===== src/rtl/line_window_gen.sv =====
// line_window_gen: shifts aligned columns into a LINE_NUM x WIN_W pixel window with valid/line/frame markers.
// Optional win_x/win_y coordinate outputs when LINE_WINDOW_COORD_EN is defined.
module line_window_gen #(
  parameter int DATA_WIDTH   = 14,
  parameter int LINE_NUM     = 3,
  parameter int WIN_W        = 3,
  parameter int IMAGE_WIDTH  = 240,
  parameter int IMAGE_HEIGHT = 12
) (
  input  logic                                clk,
  input  logic                                rst,
  input  logic [LINE_NUM*DATA_WIDTH-1:0]       data_in,
  input  logic                                datain_valid,
  output logic [LINE_NUM*WIN_W*DATA_WIDTH-1:0] window_out,
  output logic                                window_valid,
  output logic                                line_end,
  output logic                                frame_end
`ifdef LINE_WINDOW_COORD_EN
  ,
  output logic [$clog2(IMAGE_WIDTH)-1:0]      win_x,
  output logic [$clog2(IMAGE_HEIGHT)-1:0]     win_y
`endif
);
  localparam int LW = LINE_NUM*DATA_WIDTH;
  localparam int OW = WIN_W*LW;
  localparam int CW = $clog2(IMAGE_WIDTH);
  localparam int RW = $clog2(IMAGE_HEIGHT);
  // column c occupies bits [c*LW +: LW], so the store already has window_out's layout
  logic [OW-1:0] col_q, col_d, window_q, window_d;
  logic [CW-1:0] col_cnt_q, col_cnt_d;
  logic [RW-1:0] row_cnt_q, row_cnt_d;
  logic          valid_q, valid_d, line_end_q, line_end_d, frame_end_q, frame_end_d;
  logic          col_last, row_last, win_beat;
  always_comb begin
    col_last    = col_cnt_q == CW'(IMAGE_WIDTH-1);
    row_last    = row_cnt_q == RW'(IMAGE_HEIGHT-LINE_NUM);
    win_beat    = datain_valid && col_cnt_q >= CW'(WIN_W-1);
    col_d       = datain_valid ? {data_in, col_q[OW-1:LW]} : col_q;
    col_cnt_d   = datain_valid ? (col_last ? '0 : col_cnt_q + CW'(1)) : col_cnt_q;
    row_cnt_d   = (datain_valid && col_last) ? (row_last ? '0 : row_cnt_q + RW'(1)) : row_cnt_q;
    window_d    = win_beat ? col_d : window_q;
    valid_d     = win_beat;
    line_end_d  = win_beat && col_last;
    frame_end_d = win_beat && col_last && row_last;
  end
  always_ff @(posedge clk) begin
    if (rst) begin
      col_q       <= '0;
      col_cnt_q   <= '0;
      row_cnt_q   <= '0;
      window_q    <= '0;
      valid_q     <= 1'b0;
      line_end_q  <= 1'b0;
      frame_end_q <= 1'b0;
    end else begin
      col_q       <= col_d;
      col_cnt_q   <= col_cnt_d;
      row_cnt_q   <= row_cnt_d;
      window_q    <= window_d;
      valid_q     <= valid_d;
      line_end_q  <= line_end_d;
      frame_end_q <= frame_end_d;
    end
  end
  assign window_out   = window_q;
  assign window_valid = valid_q;
  assign line_end     = line_end_q;
  assign frame_end    = frame_end_q;
`ifdef LINE_WINDOW_COORD_EN
  logic [CW-1:0] x_q, x_d;
  logic [RW-1:0] y_q, y_d;
  always_comb begin
    x_d = win_beat ? col_cnt_q - CW'(WIN_W-1) : x_q;
    y_d = win_beat ? row_cnt_q : y_q;
  end
  always_ff @(posedge clk) begin
    if (rst) begin
      x_q <= '0;
      y_q <= '0;
    end else begin
      x_q <= x_d;
      y_q <= y_d;
    end
  end
  assign win_x = x_q;
  assign win_y = y_q;
`endif
endmodule


===== config.mk =====
export PLATFORM = sky130hd
export DESIGN_NAME = line_window_gen
export DESIGN_NICKNAME = d
export VERILOG_FILES = /design/src/rtl/line_window_gen.sv
export SDC_FILE = /design/constraint.sdc
export NUM_CORES = 1
export LEC_CHECK = 0
export ABC_AREA = 1
export CAP_MARGIN = 5
export CORE_ASPECT_RATIO = 0.75
export CORE_MARGIN = 3
export CORE_UTILIZATION = 45
export DETAILED_ROUTE_END_ITERATION = 10
export PLACE_DENSITY = 0.75
export SYNTH_ARGS = -nofsm -noshare
export SYNTH_HDL_FRONTEND = slang
export SYNTH_SLANG_ARGS = --single-unit
export TNS_END_PERCENT = 50

===== constraint.sdc =====
create_clock -name clk -period 1.58 [get_ports clk]
set_clock_uncertainty 0.05 [all_clocks]
set_input_delay 0.158 -clock clk [delete_from_list [all_inputs] [get_ports clk]]
set_output_delay 0.158 -clock clk [all_outputs]
set_load 0.02 [all_outputs]

Word level (Yosys, flattened, before mapping)

Index checks and enable logic that the tools add are counted.

Word-level logic and storage cells: 19
Input bits: 45
Register bits after elaboration: 267
Output and inout port bits: 129

Equality and inequality tests: 2
$add $sub $neg: 2
Reduce and logical (&&, ||, !) cells: 4
Order comparisons: 1
Muxes and demuxes: 3

Operators by type and width:

| kind                | number |
|---|---|
| $mux 126            | 1 |
| $add 8x1->8 const B | 1 |
| $eq 8x8->1 const B  | 1 |
| $ge 8x2->1 const B  | 1 |
| $mux 8              | 1 |
| $add 4x1->4 const B | 1 |
| $eq 4x4->1 const B  | 1 |
| $logic_and 1x1->1   | 4 |
| $mux 4              | 1 |

Longest topological paths before layout

Gate-level depths: netlist (run 1).

Depth in word-level cells: 4
Depth in mapped cells: 10
Gate-level depth less buffers: 8

Least setup slack after synthesis (run 1)

OpenSTA, ideal clock, no wires.

Kind: register to register
Start: register col_cnt_q[0]
End: register window_q[100] (netlist: window_out[100])
Buffers on the path: 2
Data arrival time: 1.393 ns
Clock period less this slack: 1.556 ns
Setup slack: 0.024 ns
Library setup time: 0.114 ns
Stages on the path, launching flop included: 11
Data required time: 1.416 ns
Cells stage by stage: dfxtp_1 > inv_1 > ha_1 > nor2_1 > nand2_1 > nor2_1 > nor2_4 > buf_4 > buf_2 > nand3_1 > nand2_1

Word-level cells in the longest chain between the ends: 2

RTL lines:

| element                | line | text |
|---|---|---|
| start, declared        | 30   | `logic [CW-1:0] col_cnt_q, col_cnt_d;` |
| start signal, assigned | 57   | `col_cnt_q <= col_cnt_d;` |
| $ge 8x2->1             | 37   | `win_beat = datain_valid && col_cnt_q >= CW'(WIN_W-1);` |
| $logic_and 1x1->1      | 37   |  |
| end signal, assigned   | 59   | `window_q <= window_d;` |
| end, declared          | 29   | `logic [OW-1:0] col_q, col_d, window_q, window_d;` |

Every way passes these cells.
A chain may end at the register's enable or synchronous reset.

Worst setup path in the final report (run 1)

Start: register col_cnt_q[0]
End: register window_q[119] (netlist: window_out[119])

Same word-level chain as after synthesis.

==> run summary, run 1 <==
First-pass GRT wire length: 34030 um
Post-synthesis adder-cell area fraction: 0.003080
Initial DRC count: 532
DRT Pass-1 Iters: 5
Clock-pin slew on the worst setup and hold paths: 0.06 ns
Yosys Warn Count: 0
Largest net degree at the start of global routing: 60
Synth Instances: 1003
Final setup TNS: -6.360 ns
Initial antenna violation count: 0
Vias in the first global route: 6787
Post-synth net total: 1050
Sw frac: 0.2432
Final HPWL DP: 13100 um
WHS Endpoint: col_cnt_q[0]
Die X: 161.2 um
Fin area: 0.01163 mm2
Synth top area share: 0.5544
Worst Path Required: 1.96 ns
Distinct cells, synth: 19
Worst Hold Class: in -> reg
Failing checks: negative setup slack
Seq/Total Area, Yosys: 0.5544
Max-Cap Viols: 0
Vias: 7581
Crit path time final: 1.679 ns
FF-to-FF setup slack: -0.1 ns
LEAKAGE: 5.560 nW
Full die area: 0.01972 mm2
Met1 Use GR: 0.2915
CTS Root Cell: clkbuf_16
Layout cells sized above 1: 0.1241
Grt ovf: 0
Combinational Power Share: 0.135
CP startpoint kind: register
Initial Utilization: 0.4714
Sequential Power Share: 0.455
P_sw: 3.280 mW
Synth area leader: dfxtp_1
Worst-Skew Late Latency: 0.49 ns
Avg Cell Area, Syn: 8.101 um2
Final hold vios: 0
Depth of the worst register-to-register path: 10
Synth area leaders: dfxtp_1 (55%), nand3_1 (16%), nand2_1 (7.3%), a211oi_1 (3.9%), nor2_1 (3.1%)
Post-synthesis compound-gate area fraction: 0.09347
Worst-case clock buffer depth: 3
RSZ-0062 raised after global routing: true
Pwr dens: 1160 mW/mm2
Number of core rows: 41
Routed wire per std cell: 16.28 um
Post-route insts no fill: 1429
Synth Cell Area: 0.008125 mm2
Largest family of logic cells by synthesized area: simple AND/OR/NAND/NOR gates
Status: complete, but fails checks
Setup ws final: -0.09940 ns
Antenna Nets Post-Route: 0
Crit. Startpoint: col_cnt_q[0]
Area after DPL: 0.01023 mm2
# IOs: 174
Max Fclk: 0.5955 GHz
DRC viols: 0
I/O Buffers: 173
Worst Max-Slew Pin Slew: 0.5755 ns
Int Pwr: 10.21 mW
M3 GR Usage: 0.05229
Reg-to-Reg End: window_out[119]
CTS tree: built
Kind of critical path: reg -> reg
Routability cong.: 0.8205
Arrival @ worst endpoint: 2.06 ns
VDD IR max: 665.5 uV
Clock network fraction of total power: 0.410
CTS H-tree depth: 1
Synth Register Bits: 225
Hold Startpoint: datain_valid
Die height: 122.4 um
Final setup viols: 129
Final Slew Violations: 0
CP endpoint kind: register
Final nets: 1228
Hold path depth: 4
ANT cells: 0
Post-synthesis mux area share: 0
Post-Synth XOR/XNOR Area: 0
Sink Count: 225
CTS Buf Count: 22
Total track usage: 0.2051
Post-CTS Hold Buffers: 0
Vias per cell: 5.305
Fillers: 1445
WL final: 23270 um
Routing usage on met2: 0.3204
Area growth from synthesis to layout: 43.10%
CP max FO: 7
RR Startpoint: col_cnt_q[0]
Placed cell count: 1363
Core Box Area: 0.01724 mm2
Simple-Gate Fraction of Synth Area: 0.2743
Max-Slew Margin vs Limit: 0.6163
Fin crit share: 1.063
GR peak layer: met2
## synthesized netlist by cell type
| library cell | instances |
|---|---|
| a211oi_1 | 42 |
| a21oi_1 | 45 |
| buf_1 | 7 |
| buf_2 | 21 |
| buf_4 | 6 |
| buf_6 | 1 |
| clkbuf_1 | 56 |
| dfxtp_1 | 225 |
| ha_1 | 2 |
| inv_1 | 56 |
| nand2_1 | 159 |
| nand3_1 | 262 |
| nand3b_1 | 1 |
| nand4_1 | 4 |
| nor2_1 | 67 |
| nor2_4 | 1 |
| nor3_1 | 5 |
| o21ai_0 | 42 |
| o21ai_2 | 1 |
## layer usage
layer	share of wire	vias to the layer above
met5	0	-
met4	0.014	0
met3	0.082	29
met2	0.45	270
met1	0.45	3557
li1	-	3725
## cells in the final DEF, fill, tap and decap left out, drive strengths merged
cell,n
nand3,262
dfxtp,225
nand2,159
dlygate4sd2,129
nor2,68
buf,63
inv,56
a21oi,45
o21ai,43
a211oi,42
clkdlybuf4s50,42
clkbuf,41
nor3,5
nand4,4
bufinv,4
clkinv,2
ha,2
nand3b,1
## power groups by stage
stage	logic [mW]	registers [mW]	clock network (mW)
floorplan	0.653	6.40	0
global placement	1.50	6.24	0
detailed placement	1.51	6.25	0
CTS	1.54	6.12	5.60
global route	1.96	6.16	5.84
finish	1.83	6.13	5.53
## kinds of logic after synthesis
group | Yosys count
AO/OA/AOI/OAI | 130
adder cells (fa/ha/maj) | 2
buffers and inverters | 147
flip-flops | 225
AND/OR/NAND/NOR | 499
## registers in the layout, summed over array words and instances, names as in the netlist
name	flops
col_cnt_q	8
col_q	84
frame_end	1
line_end	1
row_cnt_q	4
window_out	126
window_valid	1
## worst max-delay path by stage
stage	end	slack [ns]	cells after the start
after floorplan	window_out[100]	0.02	10
after global placement	window_out[81]	-0.05	9
after detailed placement	window_out[50]	-0.09	9
after CTS	window_out[21]	-0.04	11
after global routing	window_out[119]	-0.14	10
final	window_out[119]	-0.1	10
## area by class of cell
type                            count  area, um2  area share
Multi-Input combinational cell    631       3206      0.2757
Inverter                           56      217.7     0.01872
Sequential cell                   225       4506      0.3875
Timing Repair Buffer              245       2641      0.2272
Clock inverter                      6      130.1     0.01119
Clock buffer                       30      631.9     0.05434
Tap cell                          236      295.3     0.02540
## per-stage QoR
| stage | utilization | hold slack (ns) | setup slack [ns] | total power, mW |
|---|---|---|---|---|
| 2_1_floorplan | - | 0.2393 | 0.02362 | 7.052 |
| 3_3_place_gp | 0.5934 | 0.3959 | -0.04920 | 7.738 |
| 3_5_place_dp | 0.5934 | 0.4004 | -0.09371 | 7.759 |
| 4_1_cts | 0.6397 | 0.0002521 | -0.04238 | 13.26 |
| 5_1_grt | 0.6746 | 0.03149 | -0.1429 | 13.97 |
| 6_report | 0.6746 | 0.02030 | -0.09940 | 13.49 |
## critical path: stages (launching register included)
cell and delay [ns]:
dfxtp_2 0.34, inv_2 0.06, ha_4 0.16, nor2_4 0.11, nand2_2 0.08, o21ai_4 0.22
buf_6 0.16, clkbuf_16 0.16, buf_8 0.11, nand3_1 0.08, nand2_1 0.09
## repair_timing
| item | 4_1_cts | 5_1_grt |
|---|---|---|
| buffers inserted | 8 | 5 |
| endpoints found under the setup margin | 257 | 119 |
| resized for setup | 141 | 54 |
| cloned | 3 | 17 |
| pin swaps | 5 | 52 |
Note: power is estimated with default switching activity, not from simulation.
==> inputs of run 2 (changes only) <==
- RECOVER_POWER: unset -> 25
==> results of run 2 <==
Final layout, timing and power as in run 1 (identical DEF).
==> inputs of run 3 (changes only) <==
- ABC_AREA: 1 -> unset
- CORE_UTILIZATION: 45 -> 46
- GPL_ROUTABILITY_DRIVEN: unset -> 0
==> run 3 against run 2 <==
The flow still finishes with violations (negative setup slack). First-iteration DRC count fell by 40%. Register-to-register slack got worse by 0.09 ns. Count of clock-buffer cells in the layout rose by 8. Cell count fell by 6.4%. Total power fell by 3.3%. Setup slack got worse by 0.086 ns. Critical path depth fell by 4. Synthesized cell count fell by 10%. Die area rose by 10%. Maximum frequency fell by 4.9%. Critical path type unchanged.
==> run summary, run 3 <==
Arrival @ worst endpoint: 2.09 ns (+0.03 ns)
CP startpoint kind: register
Vias in the first global route: 6216 (-8.4%)
Number of flops mapped to enable cells by yosys: 0 (unchanged)
Total track usage: 0.1765 (-0.02869)
Hold path depth: 4 (unchanged)
I/O Buffers: 173 (unchanged)
Initial Utilization: 0.4724 (+0.0009939)
DRC viols: 0 (unchanged)
Kind of critical path: reg -> reg
Vias: 6475 (-15%)
Fin crit share: 1.118 (+0.05472)
Final Slew Violations: 0 (unchanged)
Largest family of logic cells by synthesized area: multiplexers
Synth area leader: dfxtp_1
Post-synthesis adder-cell area fraction: 0.002718 (-0.0003616)
Crit path time final: 1.766 ns (+0.08646 ns)
Full die area: 0.02176 mm2 (+10%)
Antenna Nets Post-Route: 0 (unchanged)
Register area: 0.004511 mm2 (+0.11%)
Final nets: 1116 (-9.1%)
Clock-pin slew on the worst setup and hold paths: 0.06 ns (about the same)
Die X: 169.4 um (+5.1%)
# IOs: 174 (unchanged)
DRT Pass-1 Iters: 4 (-1)
Synth Cell Area: 0.009206 mm2 (+13%)
Most frequent cells in the layout: nand2b_1 (252), dfxtp_1 (222), mux2i_1 (207), dlygate4sd2_1 (129), nor2_1 (91)
Synth Instances: 902 (-10%)
Post-synth net total: 949 (-9.6%)
Final setup TNS: -18.87 ns (-12.51 ns)
First-pass GRT wire length: 32040 um (-5.8%)
Worst Max-Slew Pin Slew: 0.6363 ns (+0.06084 ns)
# Post-CTS Setup Buffers: 0 (-8)
Number of core rows: 44 (+7.3%)
LEAKAGE: 5.172 nW (-7.0%)
Final setup viols: 127 (-1.6%)
Final HPWL DP: 12500 um (-4.6%)
Sink Count: 225 (unchanged)
Yosys Warn Count: 0 (unchanged)
Synth area leaders: dfxtp_1 (49%), mux2i_1 (23%), nand2b_1 (17%), nor2_1 (3.7%), clkbuf_1 (2.0%)
Most common cell in the netlist: nand2b_1
CP endpoint kind: register
Ys flop type: dfxtp_1
Max-Slew Margin vs Limit: 0.5758 (-0.04056)
Final hold vios: 0 (unchanged)
CTS Root Cell: clkbuf_16
Max reg flops: 126 (unchanged)
Grt ovf: 0 (unchanged)
Post-synthesis mux area share: 0.2308 (+0.2308)
Distinct cells, synth: 31 (+12)
Setup ws final: -0.1859 ns (-0.08646 ns)
Depth of the worst register-to-register path: 6 (-4)
Worst-Skew Late Latency: 0.49 ns (about the same)
Worst-case clock buffer depth: 3 (unchanged)
Most common cell after layout, fill and taps aside: nand2b_1
CTS tree: built
Worst path max stage delay: 0.44 ns (+0.10 ns)
Pwr Total: 13.04 mW (-3.3%)
Max Fclk: 0.5663 GHz (-4.9%)
RSZ-0062 raised after global routing: true
Synth top area share: 0.4893 (-0.06509)
Post-Synth XOR/XNOR Area: 0.003805 (+0.003805)
VDD IR max: 675.4 uV (+1.5%)
Fillers: 1682 (+16%)
Post-synthesis compound-gate area fraction: 0.009106 (-0.08437)
Status: complete, but fails checks
Largest net degree at the start of global routing: 105 (+75%)
Final Util: 0.6207 (-0.05388)
CTS H-tree depth: 1 (unchanged)
Synth async-reset ratio: 0 (unchanged)
Core Box Area: 0.01949 mm2 (+13%)
Vias per cell: 4.839 (-8.8%)
Max-Cap Viols: 0 (unchanged)
Avg Cell Area, Syn: 10.21 um2 (+26%)
WL final: 19680 um (-15%)
Pwr dens: 1078 mW/mm2 (-7.1%)
Seq/Total Area, Yosys: 0.4893 (-0.06509)
CP max FO: 8 (+1)
Crit path cell chain: inv_2 -> ha_4 -> or4_4 -> o21a_4 -> buf_12 -> mux2i_2
Worst Hold Class: in -> reg
Initial antenna violation count: 0 (unchanged)
Commonest cells in the netlist: nand2b_1 (252), dfxtp_1 (225), mux2i_1 (210), nor2_1 (91), clkbuf_1 (48)
CP max stage cell: or4_4
Die height: 128.5 um (+5.0%)
Simple-Gate Fraction of Synth Area: 0.2302 (-0.04403)
Failing checks: negative setup slack
CTS Buf Count: 23 (+4.5%)
Multi-input logic area: 0.004484 mm2 (+40%)
Routed wire per std cell: 14.71 um (-9.7%)
Area growth from synthesis to layout: 31.39%
Initial DRC count: 320 (-40%)
Synth Register Bits: 225 (unchanged)
Layout cells sized above 1: 0.08295 (-0.04111)
Worst Path Required: 1.91 ns (-0.05 ns)
ANT cells: 0 (unchanged)
==> run 3: changes by cell type in the layout (fill, tap and decap cells not counted), moves of 8 or more <==
cell	change
nor2_1	+27
inv_1	-52
nand2_1	-151
buf_4	-9
nand2b_1	+252
nand3_2	-30
buf_12	-8
a21oi_1	-42
buf_6	-10
clkbuf_16	-10
a211oi_1	-41
mux2i_1	+207
o21ai_0	-37
nand3_1	-231
==> run 3: kinds of logic after synthesis <==
| logic type | Yosys count |
|---|---|
| AND/OR/NAND/NOR | 376 |
| flip-flops | 225 |
| multiplexers | 212 |
| buffers and inverters | 69 |
| AO/OA/AOI/OAI | 14 |
| XOR/XNOR | 4 |
| adder cells (fa/ha/maj) | 2 |
==> run 3: power by group <==
group	total [mW]	internal, mW	switching, mW
Clock	5.49	3.34	2.15
Combinational	1.52	0.761	0.758
Sequential	6.03	5.90	0.131
Total	13.0	10.0	3.03
==> run 3: worst paths after layout <==
path | to | from | slack, ns
max | window_out[36] | col_cnt_q[0] | -0.19
max reg2reg | window_out[36] | col_cnt_q[0] | -0.19
min | col_cnt_q[7] | datain_valid | 0.17
min reg2reg | window_out[22] | col_q[64] | 0.42
==> run 3: worst max-delay path, delay by kind of cell, from the launching register on <==
family	cells	cell delay [ns]
adder cells (fa/ha/maj)	1	0.14
buffers and inverters	2	0.23
flip-flops	1	0.33
AO/OA/AOI/OAI	1	0.32
multiplexers	1	0.15
AND/OR/NAND/NOR	1	0.44
==> run 3: final cells by class <==
class / count / area share
Clock buffer: 38 / 0.05803
Clock inverter: 3 / 0.005585
Inverter: 2 / 0.0006206
Multi-Input combinational cell: 609 / 0.3707
Sequential cell: 225 / 0.3729
Tap cell: 253 / 0.02617
Timing Repair Buffer: 208 / 0.1660
==> run 3: metrics by stage <==
stage          cell area, um2  cells  worst slack (ns)  hold slack (ns)
5_1_grt                 12100   1338           -0.2474           0.1736
3_5_place_dp            11280   1290           -0.2051           0.4123
3_3_place_gp            11280   1290           -0.1807           0.4082
6_report                12100   1338           -0.1859           0.1659
2_1_floorplan            9224    902           -0.2477           0.2552
4_1_cts                 12040   1337           -0.1733           0.1485
==> run 3: what timing repair did <==
| item | CTS | global route |
|---|---|---|
| endpoints found under the hold margin | 4 | 0 |
| endpoints found under the setup margin | 259 | 134 |
| pin swaps | 1 | 3 |
| gates resized for setup | 140 | 16 |
| hold buffers | 1 | 0 |
| gates cloned | 5 | 1 |
==> run 3: routing by layer <==
metal  vias up  global-route usage  part of all wire  wire length [um]
met5         -                   0                 0                 0
met4         0             0.03269             0.016               313
met3        27             0.05774             0.075              1468
met2       133              0.2641              0.42              8354
met1      3017              0.2525              0.48              9545
li1       3298                   -                 -                 -
